[src/rtl/mc_control_pkg.sv]
// Shared opcode/funct constants, state encodings and control-word layout for the
// multicycle controller. MC_CONTROL_ADDI_EN adds the ADDIEX/ADDIWB states.
package mc_control_pkg;

  localparam logic [5:0] OP_RTYPE = 6'b000000;
  localparam logic [5:0] OP_J     = 6'b000010;
  localparam logic [5:0] OP_BEQ   = 6'b000100;
  localparam logic [5:0] OP_BNE   = 6'b000101;
  localparam logic [5:0] OP_ADDI  = 6'b001000;
  localparam logic [5:0] OP_LW    = 6'b100011;
  localparam logic [5:0] OP_SW    = 6'b101011;

  localparam logic [5:0] FUNCT_JR = 6'b001000;

  localparam logic [1:0] PCSRC_ALU    = 2'b00;
  localparam logic [1:0] PCSRC_ALUOUT = 2'b01;
  localparam logic [1:0] PCSRC_JUMP   = 2'b10;
  localparam logic [1:0] PCSRC_REG    = 2'b11;

  localparam logic [2:0] SRCB_B       = 3'b000;
  localparam logic [2:0] SRCB_FOUR    = 3'b001;
  localparam logic [2:0] SRCB_IMM     = 3'b010;
  localparam logic [2:0] SRCB_IMM_SH2 = 3'b011;

  localparam logic [1:0] ALUOP_ADD   = 2'b00;
  localparam logic [1:0] ALUOP_SUB   = 2'b01;
  localparam logic [1:0] ALUOP_FUNCT = 2'b10;

  // TRAP keeps a fixed code so the encoding does not shift with the ADDI option.
  typedef enum logic [3:0] {
    ST_FETCH   = 4'd0,
    ST_DECODE  = 4'd1,
    ST_MEMADR  = 4'd2,
    ST_MEMRD   = 4'd3,
    ST_MEMWB   = 4'd4,
    ST_MEMWR   = 4'd5,
    ST_RTYPEEX = 4'd6,
    ST_RTYPEWB = 4'd7,
    ST_BEQEX   = 4'd8,
    ST_BNEEX   = 4'd9,
    ST_JEX     = 4'd10,
    ST_JREX    = 4'd11,
`ifdef MC_CONTROL_ADDI_EN
    ST_ADDIEX  = 4'd12,
    ST_ADDIWB  = 4'd13,
`endif
    ST_TRAP    = 4'd14
  } state_t;

  typedef struct packed {
    logic       memread;
    logic       memwrite;
    logic       iord;
    logic       irwrite;
    logic       pcen;
    logic       regwrite;
    logic       regdst;
    logic       memtoreg;
    logic       alusrca;
    logic [1:0] pcsource;
    logic [2:0] alusrcb;
    logic [1:0] aluop;
    logic       err;
  } ctrl_t;

  // States that own a memory access and may stall on memready.
  function automatic logic is_mem_state(input state_t s);
    return (s == ST_FETCH) || (s == ST_MEMRD) || (s == ST_MEMWR);
  endfunction

endpackage

[src/rtl/mc_outdec.sv]
// Combinational state-to-control-word decode for mc_control. ADDI states are
// decoded only when MC_CONTROL_ADDI_EN is defined.
module mc_outdec
  import mc_control_pkg::*;
(
  input  state_t state,
  input  logic   memready,
  input  logic   zero,
  output ctrl_t  ctrl
);

  always_comb begin
    ctrl = '0;
    case (state)
      ST_FETCH: begin
        ctrl.memread = 1'b1;
        ctrl.alusrcb = SRCB_FOUR;
        // IR load and PC+4 commit only when the fetch actually completes.
        ctrl.irwrite = memready;
        ctrl.pcen    = memready;
      end
      ST_DECODE: begin
        ctrl.alusrcb = SRCB_IMM_SH2;
      end
      ST_MEMADR: begin
        ctrl.alusrca = 1'b1;
        ctrl.alusrcb = SRCB_IMM;
      end
      ST_MEMRD: begin
        ctrl.memread = 1'b1;
        ctrl.iord    = 1'b1;
      end
      ST_MEMWB: begin
        ctrl.regwrite = 1'b1;
        ctrl.memtoreg = 1'b1;
      end
      ST_MEMWR: begin
        ctrl.memwrite = 1'b1;
        ctrl.iord     = 1'b1;
      end
      ST_RTYPEEX: begin
        ctrl.alusrca = 1'b1;
        ctrl.aluop   = ALUOP_FUNCT;
      end
      ST_RTYPEWB: begin
        ctrl.regwrite = 1'b1;
        ctrl.regdst   = 1'b1;
      end
      ST_BEQEX: begin
        ctrl.alusrca  = 1'b1;
        ctrl.aluop    = ALUOP_SUB;
        ctrl.pcsource = PCSRC_ALUOUT;
        ctrl.pcen     = zero;
      end
      ST_BNEEX: begin
        ctrl.alusrca  = 1'b1;
        ctrl.aluop    = ALUOP_SUB;
        ctrl.pcsource = PCSRC_ALUOUT;
        ctrl.pcen     = ~zero;
      end
      ST_JEX: begin
        ctrl.pcsource = PCSRC_JUMP;
        ctrl.pcen     = 1'b1;
      end
      ST_JREX: begin
        ctrl.pcsource = PCSRC_REG;
        ctrl.pcen     = 1'b1;
      end
`ifdef MC_CONTROL_ADDI_EN
      ST_ADDIEX: begin
        ctrl.alusrca = 1'b1;
        ctrl.alusrcb = SRCB_IMM;
      end
      ST_ADDIWB: begin
        ctrl.regwrite = 1'b1;
      end
`endif
      ST_TRAP: begin
        ctrl.err = 1'b1;
      end
      default: ctrl = '0;
    endcase
  end

endmodule

[src/rtl/mc_control.sv]
// Multicycle MIPS-style controller: state register, next-state logic and memory
// wait watchdog. Define MC_CONTROL_ADDI_EN to execute addi instead of trapping.
module mc_control
  import mc_control_pkg::*;
#(
  parameter int MEM_TIMEOUT = 15,
  parameter int CNT_W       = 4
) (
  input  logic       clk,
  input  logic       rst,
  input  logic [5:0] op_i,
  input  logic [5:0] funct_i,
  input  logic       zero_i,
  input  logic       memready_i,
  output logic       memread_o,
  output logic       memwrite_o,
  output logic       iord_o,
  output logic       irwrite_o,
  output logic       pcen_o,
  output logic       regwrite_o,
  output logic       regdst_o,
  output logic       memtoreg_o,
  output logic       alusrca_o,
  output logic [1:0] pcsource_o,
  output logic [2:0] alusrcb_o,
  output logic [1:0] aluop_o,
  output logic       err_o,
  output logic [3:0] state_o
);

  state_t           state_reg;
  state_t           state_next;
  logic [CNT_W-1:0] wait_cnt_reg;
  logic [CNT_W-1:0] wait_cnt_next;
  logic             mem_wait;
  logic             timeout;
  ctrl_t            ctrl;
  ctrl_t            ctrl_gated;

  assign mem_wait = is_mem_state(state_reg) && !memready_i;

  generate
    if (MEM_TIMEOUT > 0) begin : g_timeout
      assign timeout = mem_wait && (wait_cnt_reg == CNT_W'(MEM_TIMEOUT));
    end else begin : g_no_timeout
      assign timeout = 1'b0;
    end
  endgenerate

  // Non-memory states and completed accesses clear the counter, so every access
  // starts counting from zero on entry.
  always_comb begin
    wait_cnt_next = '0;
    if (mem_wait) begin
      wait_cnt_next = (&wait_cnt_reg) ? wait_cnt_reg : wait_cnt_reg + CNT_W'(1);
    end
  end

  always_comb begin
    state_next = state_reg;
    case (state_reg)
      ST_FETCH:   if (memready_i) state_next = ST_DECODE;
      ST_DECODE: begin
        case (op_i)
          OP_LW, OP_SW: state_next = ST_MEMADR;
          OP_RTYPE:     state_next = ST_RTYPEEX;
          OP_BEQ:       state_next = ST_BEQEX;
          OP_BNE:       state_next = ST_BNEEX;
          OP_J:         state_next = ST_JEX;
`ifdef MC_CONTROL_ADDI_EN
          OP_ADDI:      state_next = ST_ADDIEX;
`endif
          default:      state_next = ST_TRAP;
        endcase
      end
      ST_MEMADR:  state_next = (op_i == OP_SW) ? ST_MEMWR : ST_MEMRD;
      ST_MEMRD:   if (memready_i) state_next = ST_MEMWB;
      ST_MEMWB:   state_next = ST_FETCH;
      ST_MEMWR:   if (memready_i) state_next = ST_FETCH;
      ST_RTYPEEX: state_next = (funct_i == FUNCT_JR) ? ST_JREX : ST_RTYPEWB;
      ST_RTYPEWB: state_next = ST_FETCH;
      ST_BEQEX:   state_next = ST_FETCH;
      ST_BNEEX:   state_next = ST_FETCH;
      ST_JEX:     state_next = ST_FETCH;
      ST_JREX:    state_next = ST_FETCH;
`ifdef MC_CONTROL_ADDI_EN
      ST_ADDIEX:  state_next = ST_ADDIWB;
      ST_ADDIWB:  state_next = ST_FETCH;
`endif
      ST_TRAP:    state_next = ST_TRAP;
      default:    state_next = ST_TRAP;
    endcase
    // A stalled access that has used up its budget traps; memready in the same
    // cycle means mem_wait is low, so completion takes precedence.
    if (timeout) state_next = ST_TRAP;
  end

  always_ff @(posedge clk) begin
    if (rst) begin
      state_reg    <= ST_FETCH;
      wait_cnt_reg <= '0;
    end else begin
      state_reg    <= state_next;
      wait_cnt_reg <= wait_cnt_next;
    end
  end

  mc_outdec u_outdec (
    .state    (state_reg),
    .memready (memready_i),
    .zero     (zero_i),
    .ctrl     (ctrl)
  );

  // Strobes are forced quiet for the whole reset interval, not just after the edge.
  assign ctrl_gated = rst ? '0 : ctrl;

  assign memread_o  = ctrl_gated.memread;
  assign memwrite_o = ctrl_gated.memwrite;
  assign iord_o     = ctrl_gated.iord;
  assign irwrite_o  = ctrl_gated.irwrite;
  assign pcen_o     = ctrl_gated.pcen;
  assign regwrite_o = ctrl_gated.regwrite;
  assign regdst_o   = ctrl_gated.regdst;
  assign memtoreg_o = ctrl_gated.memtoreg;
  assign alusrca_o  = ctrl_gated.alusrca;
  assign pcsource_o = ctrl_gated.pcsource;
  assign alusrcb_o  = ctrl_gated.alusrcb;
  assign aluop_o    = ctrl_gated.aluop;
  assign err_o      = ctrl_gated.err;
  assign state_o    = state_reg;

endmodule

[config.mk]
export PLATFORM = sky130hd
export DESIGN_NAME = mc_control
export DESIGN_NICKNAME = d
export VERILOG_FILES = /design/src/rtl/mc_control_pkg.sv /design/src/rtl/mc_outdec.sv /design/src/rtl/mc_control.sv
export SDC_FILE = /design/constraint.sdc
export NUM_CORES = 1
export LEC_CHECK = 0
export CAP_MARGIN = 20
export CORE_ASPECT_RATIO = 0.6
export CORE_MARGIN = 1
export CORE_UTILIZATION = 38
export CTS_CLUSTER_SIZE = 14
export DETAILED_ROUTE_END_ITERATION = 16
export GPL_ROUTABILITY_DRIVEN = 1
export PLACE_DENSITY = 0.77
export SETUP_SLACK_MARGIN = 0.15
export SYNTH_ARGS = -nofsm -noshare
export SYNTH_HDL_FRONTEND = slang
export SYNTH_SLANG_ARGS = --single-unit
[constraint.sdc]
create_clock -name clk -period 1.7 [get_ports clk]
set_clock_uncertainty 0.2 [all_clocks]
set_input_delay 0.255 -clock clk [delete_from_list [all_inputs] [get_ports clk]]
set_output_delay 0.255 -clock clk [all_outputs]
set_load 0.05 [all_outputs]
==> results.sh, run 1 <==
export IMPL_synth_area_leaders="dfxtp_1, nor2_1, o21ai_0"
export IMPL_die_width_um=63.89
export IMPL_yosysSeqAreaShare_pct=18.34
export IMPL_cts_sinks=8
export IMPL_synth_seq_cells=8
export IMPL_ctsHoldBuffers=0
export IMPL_clock_root_buffer="clkbuf_8"
export IMPL_placementRows=13
export IMPL_start_util_pct=40.37
export IMPL_yosys_cell_types_count=44
export IMPL_synth_nets=140
export IMPL_post_synth_instance_area_um2=873.3
export IMPL_yosysWarnings=0
export IMPL_grt_max_degree=12
export IMPL_clock_path_buffers=2
export IMPL_place_congestion=0.8537
export IMPL_io_pins=37
export IMPL_synth_avg_cell_area_um2=7.100
export IMPL_synth_area_leader_cell="dfxtp_1"
export IMPL_yosysTopAreaCellShare_pct=18.34
export IMPL_numCtsBuffers=3
export IMPL_worstEpCategory="output port"
export IMPL_status="stopped before the end"
export IMPL_htree_levels=1
export IMPL_haltStage="global routing"
export IMPL_error_line="[ERROR DPL-0038] Utilization greater than 100%, impossible to legalize"
export IMPL_io_buffers=35
export IMPL_die_h_um=39.14
export IMPL_syn_inst=123
export IMPL_dp_hpwl_mm=2.334
export IMPL_crit_endpoint="pcen_o"
## stage by stage
step / cells / worst slack (ns) / hold slack, ns / instance area, um^2 / utilization, %
after CTS: 212 / -0.1035 / 0.3108 / 1926 / 89.01
after floorplan: 123 / -0.3125 / 0.3032 / 1020 / -
after detailed placement: 198 / -0.4907 / 0.3338 / 1658 / 76.63
after global placement: 198 / -0.4392 / 0.3139 / 1658 / 76.63
## synth_stat cells, drive strengths merged
cell	number
nand4	1
and2	3
or2	1
nand2b	4
dfxtp	8
a41oi	1
a22o	1
conb	1
a41o	1
and3	3
nand2	3
a31oi	4
and2b	4
clkbuf	3
and4b	1
a21boi	1
a22oi	1
a222oi	1
nand3	3
nor2	19
inv	3
or3	2
o31ai	2
xnor2	4
and3b	1
nor4b	2
nor3b	5
o41ai	2
or4b	1
mux2i	1
buf	9
o311a	1
nor2b	3
a21oi	3
nor3	7
a311oi	1
ha	1
or4	1
o21ai	9
o211ai	1
## logic make-up after synthesis
group                    after synthesis  synth area share, %
buffers and inverters                 15                10.03
XOR/XNOR                               4                4.011
adder cells (fa/ha/maj)                1                1.432
multiplexers                           1                1.146
other                                  1               0.4294
AO/OA/AOI/OAI                         29                22.64
flip-flops                             8                18.34
AND/OR/NAND/NOR                       64                41.98
## repair_timing
| item | CTS |
|---|---|
| endpoints found under the setup margin | 24 |
| resized for setup | 51 |
| buffers inserted | 11 |
| pin swaps | 13 |
==> run 2: changes to the inputs <==
Settings changed: CORE_AREA set to 2 2 63 65, CORE_ASPECT_RATIO 0.6 to not set, CORE_MARGIN 1 to not set, CORE_UTILIZATION 38 to not set, CTS_CLUSTER_SIZE 14 to not set, DIE_AREA set to 0 0 65 67, PLACE_DENSITY 0.77 to not set, PLACE_DENSITY_LB_ADDON set to 0.15, SETUP_SLACK_MARGIN 0.15 to not set.
Clock period 1.7 ns to 2.2 ns, I/O delays scaled along.
==> results.sh, run 2 <==
export IMPL_status="finished, final reports clean"
export IMPL_synth_nets=140
export IMPL_ctsHoldBuffers=0
export IMPL_slew_viol_final=0
export IMPL_cts_sinks=8
export IMPL_p_clk_share_pct=10.8
export IMPL_fin_setup_tns_ns=0
export IMPL_crit_fanout=4
export IMPL_synth_top_family_by_area="simple AND/OR/NAND/NOR gates"
export IMPL_cts_tree="done"
export IMPL_die_width_um=65
export IMPL_clk_pin_slew_ns=0.04
export IMPL_fin_util_pct=44.14
export IMPL_via_per_inst=4.910
export IMPL_synth_common_cells="nor2_1, o21ai_0, dfxtp_1, nor3_1, nor3b_1"
export IMPL_synth_area_leader_cell="dfxtp_1"
export IMPL_placed_cell_area_um2=1544
export IMPL_power_mw=1.746
export IMPL_rr_worst_depth=4
export IMPL_critPathArrivalTime_ns=1.58
export IMPL_cp_slowest_cell="clkdlybuf4s50_1"
export IMPL_maxCapViolCount=0
export IMPL_max_freq_ghz=0.4733
export IMPL_wl_mm=2.570
export IMPL_preCtsSetupSlack_ns=-0.09779
export IMPL_p_per_area_nw_per_um2=1097
export IMPL_drive_above_1_share_pct=31.90
export IMPL_ant_nets=0
export IMPL_grt_usage_pct=12.69
export IMPL_crit_chain="clkdlybuf4s50_1 > inv_1 > and3_2 > or2_4 > buf_4"
export IMPL_worstHoldPathCells=2
export IMPL_yosysWarnings=0
export IMPL_hp_class="reg2reg"
export IMPL_dp_hpwl_mm=2.101
export IMPL_synth_area_leaders="dfxtp_1, nor2_1, o21ai_0"
export IMPL_grt_max_degree=20
export IMPL_ys_async_sr_fraction_pct=0
export IMPL_synth_simple_area_share_pct=41.98
export IMPL_htree_levels=1
export IMPL_area_delta_synth_final_pct=82.24
export IMPL_cp_top_family="buffers and inverters"
export IMPL_worst_skew_pair_late_latency_ns=0.23
export IMPL_ys_flop_type="dfxtp_1"
export IMPL_synth_avg_cell_area_um2=7.100
export IMPL_place_congestion=0.7497
export IMPL_crit_required_ns=1.67
export IMPL_io_pins=37
export IMPL_grt_pass1_wl_mm=4.429
export IMPL_numCtsBuffers=3
export IMPL_clock_root_buffer="clkbuf_8"
export IMPL_grt_pass1_vias=976
export IMPL_final_area_um2=1592
export IMPL_cpPeakStageDelay_ns=0.52
export IMPL_p_leak_nw=0.6269
export IMPL_layout_nets=181
export IMPL_io_buffers=35
export IMPL_seqPwrFrac_pct=16.4
export IMPL_synth_compound_area_share_pct=22.64
export IMPL_yosysTopAreaCellShare_pct=18.34
export IMPL_fillers=357
export IMPL_grt_overflow=0
export IMPL_dieArea_um2=4355
export IMPL_clock_path_buffers=2
export IMPL_antenna_found_initial=0
export IMPL_synthMuxAreaShare_pct=1.146
export IMPL_vias=1036
export IMPL_crit_cells=5
export IMPL_finalWorstSetupSlack_ns=0.08713
export IMPL_yosys_cell_types_count=44
export IMPL_placementRows=22
export IMPL_drtIter0Drc=36
export IMPL_drt_pass1_iterations=4
export IMPL_final_cell_mix="nor2_1, buf_12, buf_4, clkdlybuf4s50_1, o21ai_0"
export IMPL_synth_xor_area_share_pct=4.011
export IMPL_finalSetupViolations=0
export IMPL_end_kind="primary output"
export IMPL_ir_drop_uv=572.0
export IMPL_cp_num_buf_inv=3
export IMPL_coreArea_um2=3606
export IMPL_post_synth_instance_area_um2=873.3
export IMPL_synth_most_common_cell="nor2_1"
export IMPL_synthAdderAreaFrac_pct=1.433
export IMPL_criticalPathCategory="in2out"
export IMPL_sw_frac_of_total_pct=48.14
export IMPL_synth_seq_cells=8
export IMPL_start_util_pct=24.22
export IMPL_wl_per_cell_um=12.18
export IMPL_synth_edf_count=0
export IMPL_fin_crit_sh_pct=96.04
export IMPL_worstSetupStartpointType="primary input"
export IMPL_hold_viol=0
export IMPL_drc_errors=0
export IMPL_yosysSeqAreaShare_pct=18.34
export IMPL_p_int_mw=0.9054
export IMPL_antenna_cells=0
export IMPL_power_frac_comb_pct=72.8
export IMPL_rsz0062_at_grt="false"
export IMPL_syn_inst=123
export IMPL_power_switching_mw=0.8404
export IMPL_min_period_ns=2.113
export IMPL_die_h_um=67
-- run 2: routing by layer --
metal	track usage, %	part of all wire (%)	up-vias
met5	0	0	-
met4	3.989	1.3	0
met3	1.858	6.5	4
met2	21.78	49	36
met1	16.28	43	470
li1	-	-	526
-- run 2: layout make-up --
class	count	area (um^2)	area share [%]
repair buffers	48	610.6	38.36
clock buffers	4	45.04	2.830
inverters	3	11.26	0.7075
multi-input cells	100	696.9	43.79
well taps	48	60.06	3.774
flip-flops and latches	8	167.7	10.53
-- run 2: worst paths after layout --
kind / start / to / slack, ns
setup / recovery: rst / regwrite_o / 0.09
hold / removal: wait_cnt_reg[3]$_SDFFE_PP0N_ / wait_cnt_reg[2]$_SDFFE_PP0N_ / 0.35
setup reg to reg: state_o[0]$_SDFFE_PP0P_ / state_o[2]$_SDFFE_PP0P_ / 0.35
hold reg to reg: wait_cnt_reg[3]$_SDFFE_PP0N_ / wait_cnt_reg[2]$_SDFFE_PP0N_ / 0.35
-- run 2: kinds of logic after synthesis --
family          count (synthesis)
simple gates                   64
compound gates                 29
buf+inv                        15
flops                           8
xor+xnor                        4
fa+ha+maj                       1
other cells                     1
mux                             1
-- run 2: what timing repair did --
item / CTS / global route
gates resized for setup: 0 / 2
buffers inserted: 0 / 0
setup endpoints to repair: 0 / 8
-- run 2: metrics by stage --
stage / cells / hold slack [ns]
5_1_grt: 211 / 0.3787
3_3_place_gp: 207 / 0.3138
3_5_place_dp: 207 / 0.3453
4_1_cts: 211 / 0.3497
2_1_floorplan: 123 / 0.3032
6_report: 211 / 0.3509
-- run 2: worst reg2reg max path: stages (launching register included) --
cell,delay (ns)
dfxtp_2,0.49
or4b_1,0.50
a31oi_1,0.21
o21ai_0,0.12
a41oi_1,0.25
-- run 2: power groups by stage --
stage,combinational (mW),clock (mW),sequential [mW]
2_1_floorplan,0.754,0,0.306
3_3_place_gp,1.27,0,0.285
3_5_place_dp,1.28,0,0.287
4_1_cts,1.28,0.188,0.284
5_1_grt,1.36,0.200,0.301
6_report,1.27,0.188,0.286
(Power assumes the default switching activity.)
==> run 3: changes to the inputs <==
Settings changed: RECOVER_POWER set to 100.
==> results.sh, run 3 (same netlist as run 2, synthesis figures left out) <==
export IMPL_status="finished, final reports clean"
export IMPL_wl_mm=2.608
export IMPL_layout_nets=181
export IMPL_fillers=379
export IMPL_p_leak_nw=0.5833
export IMPL_clock_path_buffers=2
export IMPL_end_kind="primary output"
export IMPL_worst_skew_pair_late_latency_ns=0.23
export IMPL_place_congestion=0.7497
export IMPL_criticalPathCategory="in2out"
export IMPL_wl_per_cell_um=12.36
export IMPL_start_util_pct=24.22
export IMPL_via_per_inst=4.891
export IMPL_hold_viol=0
export IMPL_p_per_area_nw_per_um2=1101
export IMPL_slew_viol_final=0
export IMPL_final_common_cell="nor2_1"
export IMPL_cts_sinks=8
export IMPL_holdWs_ns=0.3509
export IMPL_r2r_slack_ns=0.35
export IMPL_max_freq_ghz=0.4740
export IMPL_io_buffers=35
export IMPL_crit_fanout=4
export IMPL_drive_above_1_share_pct=28.22
export IMPL_drt_pass1_iterations=4
export IMPL_die_h_um=67
export IMPL_grt_usage_pct=12.69
export IMPL_worstHoldStart="wait_cnt_reg[3]$_SDFFE_PP0N_"
export IMPL_maxCapViolCount=0
export IMPL_r2r_end="state_o[2]$_SDFFE_PP0P_"
export IMPL_ctsHoldBuffers=0
export IMPL_finalSetupViolations=0
export IMPL_hp_class="reg2reg"
export IMPL_clk_pin_slew_ns=0.04
export IMPL_finalNonFillerCells=211
export IMPL_dp_hpwl_mm=2.101
export IMPL_placed_cells=207
export IMPL_ir_drop_uv=569.8
export IMPL_worstSetupStartpointType="primary input"
export IMPL_numCtsBuffers=3
export IMPL_drc_errors=0
export IMPL_worstHoldPathCells=2
export IMPL_critPathArrivalTime_ns=1.58
export IMPL_regToRegStartpoint="state_o[0]$_SDFFE_PP0P_"
export IMPL_fin_setup_tns_ns=0
export IMPL_antenna_cells=0
export IMPL_rsz0062_at_grt="false"
export IMPL_coreArea_um2=3606
export IMPL_crit_required_ns=1.67
export IMPL_final_cell_mix="nor2_1, clkdlybuf4s50_1, buf_4, buf_12, o21ai_0"
export IMPL_rr_worst_depth=4
export IMPL_io_pins=37
export IMPL_cts_tree="done"
export IMPL_grt_pass1_wl_mm=4.429
export IMPL_grt_pass1_vias=976
export IMPL_antenna_found_initial=0
export IMPL_grt_overflow=0
export IMPL_whs_endpoint="wait_cnt_reg[2]$_SDFFE_PP0N_"
export IMPL_grt_max_degree=20
export IMPL_clock_root_buffer="clkbuf_8"
export IMPL_drtIter0Drc=44
export IMPL_htree_levels=1
export IMPL_ant_nets=0
export IMPL_placementRows=22
export IMPL_min_period_ns=2.110
export IMPL_area_delta_synth_final_pct=66.33
export IMPL_fin_crit_sh_pct=95.90
export IMPL_die_width_um=65
export IMPL_dieArea_um2=4355
export IMPL_vias=1032
[run 3: metrics by stage]
stage | utilization [%] | setup WS [ns] | power (mW) | area [um^2]
6_report | 40.28 | 0.09024 | 1.599 | 1453
5_1_grt | 40.28 | 0.02450 | 1.710 | 1453
4_1_cts | 44.07 | 0.0001736 | 1.751 | 1589
3_5_place_dp | 42.82 | -0.09779 | 1.563 | 1544
3_3_place_gp | 42.82 | -0.06282 | 1.555 | 1544
2_1_floorplan | - | -0.1093 | 1.061 | 955.9
[run 3: worst max path at each step]
stage	startpoint	cells after the start	endpoint
3_3_place_gp	op_i[3]	5	state_o[3]$_SDFFE_PP0P_
6_report	rst	5	regwrite_o
5_1_grt	memready_i	4	irwrite_o
4_1_cts	state_o[0]$_SDFFE_PP0P_	3	iord_o
2_1_floorplan	state_o[3]$_SDFFE_PP0P_	3	aluop_o[0]
3_5_place_dp	op_i[3]	5	state_o[3]$_SDFFE_PP0P_
[run 3: worst max-delay path, stage by stage]
cell	delay, ns
clkdlybuf4s50_1	0.52
inv_1	0.11
and3_2	0.19
or2_4	0.24
buf_4	0.19
[run 3: routing by layer]
metal | up-vias | GRT usage (%) | wire length [um]
li1 | 526 | - | -
met1 | 468 | 16.28 | 1157
met2 | 34 | 21.78 | 1265
met3 | 4 | 1.858 | 150
met4 | 0 | 3.989 | 34
met5 | - | 0 | 0
[run 3: final cells by class]
| class | count | area (um^2) | area share, % |
|---|---|---|---|
| Clock buffer | 4 | 45.04 | 3.101 |
| Inverter | 3 | 11.26 | 0.7752 |
| Timing Repair Buffer | 48 | 513.0 | 35.31 |
| Tap cell | 48 | 60.06 | 4.134 |
| Multi-Input combinational cell | 100 | 655.6 | 45.13 |
| Sequential cell | 8 | 167.7 | 11.54 |
[run 3: where the power goes]
part	leakage, nW	internal (mW)	switching [mW]
Combinational	0.493	0.479	0.650
Sequential	0.0671	0.190	0.0927
Clock	0.0228	0.126	0.0622
[run 3: what timing repair did]
action,CTS,global route
gates resized for setup,0,2
setup buffers,0,0
setup endpoints to repair,0,8
==> run 4: changes to the inputs <==
Settings changed: ABC_AREA set to 1.
==> results.sh, run 4 <==
export IMPL_synth_top_family_by_area="simple AND/OR/NAND/NOR gates"
export IMPL_cp_num_buf_inv=1
export IMPL_clock_path_buffers=2
export IMPL_dieArea_um2=4355
export IMPL_p_per_area_nw_per_um2=1061
export IMPL_synth_nets=161
export IMPL_crit_chain="dlygate4sd3_1"
export IMPL_finalWorstSetupSlack_ns=0.09233
export IMPL_area_delta_synth_final_pct=63.15
export IMPL_worst_skew_pair_late_latency_ns=0.23
export IMPL_grt_overflow=0
export IMPL_htree_levels=1
export IMPL_ctsHoldBuffers=0
export IMPL_die_width_um=65
export IMPL_synth_avg_cell_area_um2=5.517
export IMPL_grt_usage_pct=12.01
export IMPL_crit_required_ns=1.67
export IMPL_place_congestion=0.8577
export IMPL_via_per_inst=4.470
export IMPL_yosys_cell_types_count=26
export IMPL_drive_above_1_share_pct=18.13
export IMPL_power_mw=1.375
export IMPL_grt_pass1_vias=947
export IMPL_synth_area_leaders="dfxtp_1, nor2_1, nand2_1"
export IMPL_hold_viol=0
export IMPL_yosysWarnings=0
export IMPL_ys_async_sr_fraction_pct=0
export IMPL_antenna_cells=0
export IMPL_fin_setup_tns_ns=0
export IMPL_coreArea_um2=3606
export IMPL_synth_most_common_cell="nor2_1"
export IMPL_worstSetupStartpointType="register"
export IMPL_regToRegStartpoint="state_o[1]$_SDFFE_PP0P_"
export IMPL_drc_errors=0
export IMPL_synth_area_leader_cell="dfxtp_1"
export IMPL_synth_common_cells="nor2_1, nand2_1, inv_1, nand3_1, dfxtp_1"
export IMPL_io_buffers=35
export IMPL_yosysTopAreaCellShare_pct=20.16
export IMPL_setup_worst_path_start="state_o[0]$_SDFFE_PP0P_"
export IMPL_maxCapViolCount=0
export IMPL_numCtsBuffers=3
export IMPL_synth_seq_cells=8
export IMPL_wl_mm=2.517
export IMPL_hp_class="reg2reg"
export IMPL_end_kind="primary output"
export IMPL_cpPeakStageDelay_ns=0.92
export IMPL_criticalPathCategory="reg2out"
export IMPL_cts_setup_buffers=0
export IMPL_placed_cells=227
export IMPL_crit_fanout=6
export IMPL_antenna_found_initial=0
export IMPL_synthAdderAreaFrac_pct=1.575
export IMPL_relSlewSlack_pct=60.12
export IMPL_cp_top_family="buffers and inverters"
export IMPL_clk_pin_slew_ns=0.04
export IMPL_max_freq_ghz=0.4745
export IMPL_syn_inst=144
export IMPL_layout_nets=201
export IMPL_synth_compound_area_share_pct=11.50
export IMPL_yosysSeqAreaShare_pct=20.16
export IMPL_fin_crit_sh_pct=95.80
export IMPL_synthMuxAreaShare_pct=0
export IMPL_slew_viol_final=0
export IMPL_cts_repair_resized=0
export IMPL_cp_slowest_cell="dlygate4sd3_1"
export IMPL_finalSetupViolations=0
export IMPL_io_pins=37
export IMPL_drtIter0Drc=29
export IMPL_status="finished, final reports clean"
export IMPL_final_common_cell="nor2_1"
export IMPL_start_util_pct=22.03
export IMPL_holdWs_ns=0.2990
export IMPL_die_h_um=67
export IMPL_post_synth_instance_area_um2=794.5
export IMPL_critPathArrivalTime_ns=1.58
export IMPL_wl_per_cell_um=10.94
export IMPL_min_period_ns=2.108
export IMPL_grt_max_degree=9
export IMPL_cts_sinks=8
export IMPL_final_cell_mix="nor2_1, nand2_1, inv_1, nand3_1, clkdlybuf4s50_1"
export IMPL_placementRows=22
export IMPL_r2r_slack_ns=0.24
export IMPL_worstHoldStart="wait_cnt_reg[1]$_SDFFE_PP0N_"
export IMPL_ys_flop_type="dfxtp_1"
export IMPL_preCtsSetupSlack_ns=0.2089
export IMPL_rsz0062_at_grt="false"
export IMPL_dp_hpwl_mm=2.104
export IMPL_ir_drop_uv=322.3
export IMPL_p_leak_nw=0.6433
export IMPL_clock_root_buffer="clkbuf_8"
export IMPL_ant_nets=0
export IMPL_synth_edf_count=0
export IMPL_synth_simple_area_share_pct=54.65
export IMPL_cts_tree="done"
export IMPL_finalNonFillerCells=230
export IMPL_worst_pin_slew_ns=0.6008
export IMPL_drt_pass1_iterations=4
export IMPL_synth_xor_area_share_pct=0
export IMPL_fillers=415
export IMPL_vias=1028
export IMPL_grt_pass1_wl_mm=4.140
==> run 4: cells by family (layout without fill, tap and decap cells) <==
group | Yosys count | count (layout)
compound gates | 15 | 15
fa+ha+maj | 1 | 1
buf+inv | 23 | 61
flops | 8 | 8
other cells | 1 | 1
simple gates | 96 | 96
==> run 4: area by class of cell <==
class / count / area (um^2) / share of cell area [%]
flip-flops and latches: 8 / 160.2 / 12.36
well taps: 48 / 60.06 / 4.633
multi-input cells: 113 / 525.5 / 40.54
inverters: 21 / 80.08 / 6.178
repair buffers: 37 / 429.2 / 33.11
clock buffers: 3 / 41.29 / 3.185
==> run 4: final timing paths <==
kind	to	depth (start not counted)
max	state_o[0]	1
min	wait_cnt_reg[1]$_SDFFE_PP0N_	2
max reg2reg	wait_cnt_reg[2]$_SDFFE_PP0N_	7
min reg2reg	wait_cnt_reg[1]$_SDFFE_PP0N_	2
==> run 4: routing by layer <==
metal  up-vias  track usage (%)  share of wire [%]
met1       469            13.82                 46
met2        26            22.42                 49
met4         0            3.989               0.40
li1        531                -                  -
met3         2            1.858                5.3
met5         -                0                  0
==> run 4: power breakdown <==
group / internal (mW) / leakage [nW] / switching [mW]
sequential: 0.180 / 0.0654 / 0.0503
clock: 0.118 / 0.0216 / 0.0558
combinational: 0.317 / 0.556 / 0.653
total: 0.616 / 0.643 / 0.759
==> run 4: per-stage QoR <==
step                      cell area [um^2]  util [%]
after floorplan                      818.3         -
after global placement                1390     38.55
after detailed placement              1390     38.55
after CTS                             1431     39.69
after global routing                  1296     35.95
final                                 1296     35.95
